[src/rtl/peak_hold_release.sv]
// -----------------------------------------------------------------------------
// peak_hold_release
//
// Tracks the running maximum of a sample stream. The peak is held for
// hold_cycles clocks and then decays by one LSB every decay_interval clocks.
// Decay stops at the floor, which is the most recent valid sample. Meters and
// threshold logic downstream use it so that old peaks fade away.
//
// Parameters
//   data_width      sample / peak width in bits (>= 1)
//   hold_cycles     clocks a freshly captured peak is held (>= 1)
//   decay_interval  clocks between successive 1-LSB decay steps (>= 1)
//
// Ports
//   clock     in   rising-edge clock (only clock used)
//   reset     in   asynchronous, active-low reset
//   valid     in   data carries a sample this cycle
//   data      in   unsigned input sample
//   peak      out  registered peak value
//   holding   out  registered, high while in HOLD
//   decaying  out  registered, high while in DECAY
// -----------------------------------------------------------------------------
module peak_hold_release #(
    parameter int data_width     = 8,
    parameter int hold_cycles    = 4,
    parameter int decay_interval = 2
) (
    input  logic                  clock,
    input  logic                  reset,
    input  logic                  valid,
    input  logic [data_width-1:0] data,
    output logic [data_width-1:0] peak,
    output logic                  holding,
    output logic                  decaying
);

    // Counter widths never shrink below one bit. This keeps the degenerate
    // hold_cycles == 1 and decay_interval == 1 cases legal.
    localparam int HCW = (hold_cycles    > 1) ? $clog2(hold_cycles)    : 1;
    localparam int SCW = (decay_interval > 1) ? $clog2(decay_interval) : 1;

    localparam logic [HCW-1:0] HOLD_RELOAD = HCW'(hold_cycles - 1);
    localparam logic [SCW-1:0] STEP_RELOAD = SCW'(decay_interval - 1);

    typedef enum logic [1:0] {
        IDLE  = 2'd0,
        HOLD  = 2'd1,
        DECAY = 2'd2
    } state_t;

    state_t                state_reg,    state_next;
    logic [data_width-1:0] peak_reg,     peak_next;
    logic [data_width-1:0] last_reg,     last_next;
    logic [HCW-1:0]        hold_cnt_reg, hold_cnt_next;
    logic [SCW-1:0]        step_cnt_reg, step_cnt_next;
    logic                  holding_reg,  holding_next;
    logic                  decaying_reg, decaying_next;

    logic                  capture;
    logic [data_width:0]   peak_ext;
    logic [data_width:0]   floor_plus_one;
    logic                  above_floor;

    // The floor is the value last takes after this edge. A valid sample that
    // arrives on a decay-step edge therefore limits that step.
    assign last_next = valid ? data : last_reg;

    // An equal sample also counts as a capture, so it restarts the hold.
    assign capture = valid && (data >= peak_reg);

    // "peak - 1 > floor" is rewritten as "peak > floor + 1". One extra bit
    // keeps both sides free of wrap-around at the all-zeros and all-ones ends.
    assign peak_ext       = {1'b0, peak_reg};
    assign floor_plus_one = {1'b0, last_next} + {{data_width{1'b0}}, 1'b1};
    assign above_floor    = (peak_ext > floor_plus_one);

    always_comb begin
        state_next    = state_reg;
        peak_next     = peak_reg;
        hold_cnt_next = hold_cnt_reg;
        step_cnt_next = step_cnt_reg;

        if (capture) begin
            // Capture wins over hold expiry and decay steps in every state.
            peak_next     = data;
            state_next    = HOLD;
            hold_cnt_next = HOLD_RELOAD;
        end else begin
            case (state_reg)
                IDLE: begin
                    // A lower sample means the current peak is stale. It was
                    // already held earlier, so it goes straight to decay.
                    if (valid) begin
                        state_next    = DECAY;
                        step_cnt_next = STEP_RELOAD;
                    end
                end

                HOLD: begin
                    if (hold_cnt_reg == '0) begin
                        state_next    = DECAY;
                        step_cnt_next = STEP_RELOAD;
                    end else begin
                        hold_cnt_next = hold_cnt_reg - HCW'(1);
                    end
                end

                DECAY: begin
                    if (step_cnt_reg != '0) begin
                        step_cnt_next = step_cnt_reg - SCW'(1);
                    end else begin
                        step_cnt_next = STEP_RELOAD;
                        if (above_floor) begin
                            peak_next = peak_reg - data_width'(1);
                        end else begin
                            // Clamp to the floor and stop decaying.
                            peak_next  = last_next;
                            state_next = IDLE;
                        end
                    end
                end

                default: begin
                    state_next = IDLE;
                end
            endcase
        end
    end

    // The status flags are decoded from the next state and then registered,
    // so the outputs come straight from flops with no input-to-output path.
    always_comb begin
        holding_next  = (state_next == HOLD);
        decaying_next = (state_next == DECAY);
    end

    always_ff @(posedge clock or negedge reset) begin
        if (!reset) begin
            state_reg    <= IDLE;
            peak_reg     <= '0;
            last_reg     <= '0;
            hold_cnt_reg <= '0;
            step_cnt_reg <= '0;
            holding_reg  <= 1'b0;
            decaying_reg <= 1'b0;
        end else begin
            state_reg    <= state_next;
            peak_reg     <= peak_next;
            last_reg     <= last_next;
            hold_cnt_reg <= hold_cnt_next;
            step_cnt_reg <= step_cnt_next;
            holding_reg  <= holding_next;
            decaying_reg <= decaying_next;
        end
    end

    assign peak     = peak_reg;
    assign holding  = holding_reg;
    assign decaying = decaying_reg;

endmodule

[config.mk]
export PLATFORM = sky130hd
export DESIGN_NAME = peak_hold_release
export DESIGN_NICKNAME = d
export VERILOG_FILES = /design/src/rtl/peak_hold_release.sv
export SDC_FILE = /design/constraint.sdc
export NUM_CORES = 1
export LEC_CHECK = 0
export CAP_MARGIN = 20
export CORE_MARGIN = 4
export CORE_UTILIZATION = 53
export DETAILED_ROUTE_END_ITERATION = 8
export HOLD_SLACK_MARGIN = 0.08
export PLACE_DENSITY = 0.77
export SLEW_MARGIN = 20
export SYNTH_ARGS = -nofsm -noshare
export SYNTH_HDL_FRONTEND = slang
export SYNTH_SLANG_ARGS = --single-unit
[constraint.sdc]
create_clock -name clock -period 8 [get_ports clock]
set_input_delay 2 -clock clock [delete_from_list [all_inputs] [get_ports clock]]
set_output_delay 2 -clock clock [all_outputs]
set_load 0.01 [all_outputs]
Word level (Yosys, flattened, before mapping):

Cells that the tools add are included.

* $add $sub $neg: 4
* multiply operators: 0
* div/mod/pow operators: 0
* $lt $le $gt $ge: 2
* equality and inequality tests: 8
* shift-type cells: 0
* mux-type cells: 18
* bitwise logic cells: 1
* reductions and logical operators: 9

Operators with widths (count)
* 8-bit 2-to-1 mux: 5
* 2-bit 2-to-1 mux: 8
* 8-bit by 1-bit adder with 9-bit output (second input constant): 1
* 8-bit by 9-bit > comparator with 1-bit output: 1
* 8-bit greater-or-equal comparator: 1
* 8-bit by 1-bit subtractor with 8-bit output (second input constant): 1
* 2-bit inequality test (second input constant): 3
* 2-bit case mux with 3 select lines: 1
* 2-bit by 1-bit equality test with 1-bit output (second input constant): 2
* 2-bit equality test (second input constant): 2
* 2-bit logical NOT: 2
* 2-bit AND reduction: 2
* 4-bit AND reduction: 1
* 2-bit nonzero test: 2
* 1-bit 2-to-1 mux: 3
* 1-bit case mux with 3 select lines: 1
* 3-bit nonzero test: 1
* 2-bit by 1-bit inequality test with 1-bit output (second input constant): 1
* 2-bit by 1-bit subtractor with 2-bit output (second input constant): 1
* 1-bit logical AND: 1
* 1-bit inverter: 1
* 1-bit subtractor (second input constant): 1

* flip-flop bits (word level): 23
* latch bits: 0
* memory bits (writable): 0
* bits in read-only memories: 0
* input port bits: 11
* output and inout bits: 10
* logic and storage cells: 49
* memories: 0

Depth between registers and ports, before layout:

* word-level depth: 8
* depth in mapped cells: 15
* depth with buffers taken out: 13

Worst setup path after synthesis:

Ideal clock, no wire load.

* path type: input -> register
* from: in valid
* to: reg peak_reg[6] (netlist: peak[6])
* setup time: 0.126 ns
* arrival: 4.586 ns
* data required time: 7.874 ns
* path slack: 3.288 ns
* stages on the path: 15
* path buffers: 2
* path through: clkbuf_4 > mux2i_1 > inv_1 > ha_1 > o211a_1 > nand2_1 > xnor2_1 > ha_1 > a21o_1 > a21oi_1 > o2111ai_1 > and3_1 > buf_6 > mux2i_1 > a221o_1

* word-level cells in the longest chain between the ends: 7
* elaborated cells between the ends (all ways): 11
* classes of those cells: add/sub: 1; order compare: 1; eq/ne: 1; mux: 5; reduce/logical: 3

Ends and longest elaborated chain
* start: declaration: line 30 `input logic valid,`
* 8-bit 2-to-1 mux: line 66 `assign last_next = valid ? data : last_reg;`
* via last_next[0]: line 53 `logic [data_width-1:0] last_reg, last_next;`
* 8-bit by 1-bit adder with 9-bit output: line 74 `assign floor_plus_one = {1'b0, last_next} + {{data_width{1'b0}}, 1'b1};`
* 8-bit by 9-bit > comparator with 1-bit output: line 75 `assign above_floor = (peak_ext > floor_plus_one);`
* 8-bit 2-to-1 mux: line 113 `if (above_floor) begin`
* 8-bit 2-to-1 mux: line 109 `if (step_cnt_reg != '0) begin`
* 8-bit 2-to-1 mux: line 89 `case (state_reg)`
* 8-bit 2-to-1 mux: line 83 `if (capture) begin`
* end signal: assignment: line 148 `peak_reg <= peak_next;`
* end: declaration: line 52 `logic [data_width-1:0] peak_reg, peak_next;`

The timed path passes the listed nets, and every way through them passes these cells. The select of a mux whose other input is x is not followed.
A chain may end at the register's enable or synchronous reset.

Final worst setup path:

Ends and elaborated chain as after synthesis.

==> results.tsv <==
stage	metric	value	unit
logic_synthesis	synth_top_flop_cell	dfrtp_1	
drt	routedWlPerCell	17.0	um
drt	drc	0	
die	rows	20	
die	initial_core_util	55.6	%
logic_synthesis	yosys-top-cells-area	dfrtp_1 (34%), ha_1 (14%), mux2i_1 (5.9%)	
die	die_y	64.8	um
worst_setup_path	critical_path_class	input pin to register	
drt	final_antenna_net_count	0	
cells_and_area	layout-drive-gt1-share	8.46	%
timing	timing.final.crit_period	5400	ps
clocking	root_buffer	clkbuf_4	
worst_setup_path	slowest_stage	clkdlybuf4s50_1	
die	die_area	4200	um2
drt	via_count	1450	
die	dieWidth	64.8	um
place	place_congestion	0.969	
timing	tightest_slew	885	ps
grt	grt_pass1_vias	1435	
die	ios	21	
grt	grt_max_degree	24	
place	io_buffers	20	
timing	fin_setup_tns	0	ps
clocking	h-tree-depth	1	
worst_setup_path	cp.arrival	5640	ps
timing	max-slew-margin-rel	40.5	%
logic_synthesis	syn_nets	210	
logic_synthesis	synthCells	180	
die	core	3080	um2
logic_synthesis	syn-cell-area	1710	um2
cells_and_area	layout.cells.non_filler	245	
power	p_per_area	336	nW/um2
grt	grt_pass1_wl	6.98	mm
clocking	cts_buffer_depth	2	
drt	routed_wl	4.16	mm
clocking	clk_latency	330	ps
clocking	cts_tree	built	
logic_synthesis	synth_edf_count	0	
worst_setup_path	crit_fanout	15	
timing	fmax	185	MHz
grt	grt-ovfl-total	0	
logic_synthesis	ys_warn_count	0	
worst_setup_path	path_cells	clkdlybuf4s50_1 -> mux2i_1 -> inv_1 -> ha_1 -> o211a_1 -> nand2_1 -> xnor2_1 -> ha_1 -> a21o_1 -> a21oi_1 -> o2111ai_1 -> and3_1 -> mux2i_1 -> a221o_1	
cells_and_area	layout_commonest_cell	dfrtp_1	
place	dp.cells	241	
logic_synthesis	yosys.area.top_type	dfrtp_1	
worst_setup_path	start_kind	input pin	
cells_and_area	nets	232	
timing	rsz0062_at_grt	no	
clocking	post-cts-setup-buffer-count	0	
run_status	status	finished clean	
cells_and_area	finish.instance_area	1960	um2
logic_synthesis	syn_avg_cell_area	9.50	um2
timing	worst_slack	2600	ps
run	cap_violations	0	
clocking	clock-sinks	23	
worst_setup_path	slowest_delay	880	ps
logic_synthesis	ys_async_sr_fraction	100	%
drt	routed_via_density	5.92	
timing	hold_violations	0	
clocking	clkTransAtPathRegs	140	ps
timing	setup_viol	0	
drt	dr.pass1.iters	4	
cells_and_area	final_cell_mix	dfrtp_1 (23), ha_1 (19), clkdlybuf4s50_1 (19)	
timing	finalClockSkew	8.54	ps
worst_setup_path	critPathCaptureType	register	
power	ir_worst_vdd	181	uV
clocking	hold_buffers	0	
logic_synthesis	ys_seq_area_share	33.7	%
place	placed_area	1940	um2
cells_and_area	fill_cells	279	
cells_and_area	area_delta_synth_final	14.7	%
logic_synthesis	postSynthRegisterBits	23	
clocking	cts_buffers	3	
grt	track_usage	21.5	%
clocking	cts-resized-gates	0	
logic_synthesis	yosysTopAreaCellShare	33.7	%
power	p_leak	0.000924	uW
grt	antenna_found_initial	0	
timing	fin_crit_sh	67.5	%
power	p_total	659	uW
worst_setup_path	cp_num_buf_inv	2	
drt	drt_first_iter_violations	79	
worst_setup_path	required	8230	ps
cells_and_area	antennaDiodeCount	0	
timing	finalMaxSlewViolations	0	
min_path	hold_class	register to register	
place	dp_hpwl	3.29	mm
place	preCtsSetupSlack	2270	ps
worst_setup_path	cpLargestDelayFamily	compound AO/OA/AOI/OAI gates	
logic_synthesis	ys_types	45	
-- Yosys cell counts, types with 2 or more instances --
library cell	count
nor3_1	5
nand3_1	9
xor2_1	5
o211ai_1	3
o22ai_1	2
a22oi_1	2
and3_1	3
mux2i_1	10
inv_2	2
o21ai_1	2
o211a_1	2
a211oi_1	2
nand4_1	3
inv_1	18
xnor2_1	8
nor2_1	6
nand2_1	14
buf_6	2
mux2_2	3
dfrtp_1	23
o21ai_0	4
a21oi_1	9
o21a_1	3
ha_1	19
-- path summary, 6_finish.rpt --
| check | endpoint | from | slack, ps | depth (start not counted) |
|---|---|---|---|---|
| min in group asynchronous | peak[6] | reset | 1620 | 1 |
| max in group asynchronous | last_reg[2] | reset | 6020 | 1 |
| worst max-delay path | peak[6] | valid | 2600 | 14 |
| worst min register to register | hold_cnt_reg[1] | hold_cnt_reg[1] | 540 | 2 |
| worst min-delay path | hold_cnt_reg[1] | hold_cnt_reg[1] | 540 | 2 |
| worst max register to register | peak[6] | last_reg[0] | 4890 | 13 |
-- power by group --
group	internal, uW	switching (uW)	total (uW)
Combinational	188	207	396
Clock	18.8	39.0	57.8
Sequential	157	48.4	205
Total	364	295	659
-- kinds of logic (layout without fill, tap and decap cells) --
| kind of cell | count (synthesis) | count (layout) | share of synthesized area [%] |
|---|---|---|---|
| xor gates and xnor gates | 13 | 13 | 6.66 |
| and+or+nand+nor | 48 | 48 | 14.6 |
| muxes | 15 | 15 | 9.36 |
| DFF | 23 | 23 | 33.7 |
| AOI/OAI and AO/OA | 38 | 38 | 15.5 |
| buffers and inverters | 24 | 45 | 6.36 |
| adders and majority gates | 19 | 19 | 13.9 |
-- worst min-delay path: cells and delay by family, from the launching register on --
family / cells / cell delay (ps)
flops: 1 / 370
compound gates: 1 / 90
simple gates: 1 / 50
-- per-stage QoR --
step | hold slack, ps | util, %
after floorplan | 479 | -
after global placement | 489 | 63.0
after detailed placement | 518 | 63.0
after CTS | 543 | 63.9
after global routing | 585 | 63.7
final | 537 | 63.7
-- layout make-up --
class                   instances  area (um2)  area share, %
multi-input cells             133        1030           52.3
flip-flops and latches         23         576           29.3
repair buffers                 21         203           10.3
inverters                      20        75.1           3.83
well taps                      44        55.1           2.81
clock buffers                   3        22.5           1.15
clock inverters                 1        5.00          0.255
-- routing by layer --
metal,track usage [%],share of wire [%],vias to the layer above
met1,27.7,45,707
met5,0,0,-
met4,5.80,1.3,0
met3,2.77,4.0,5
met2,37.7,50,43
li1,-,-,695
No activity file was read; power rests on OpenSTA's default activity.
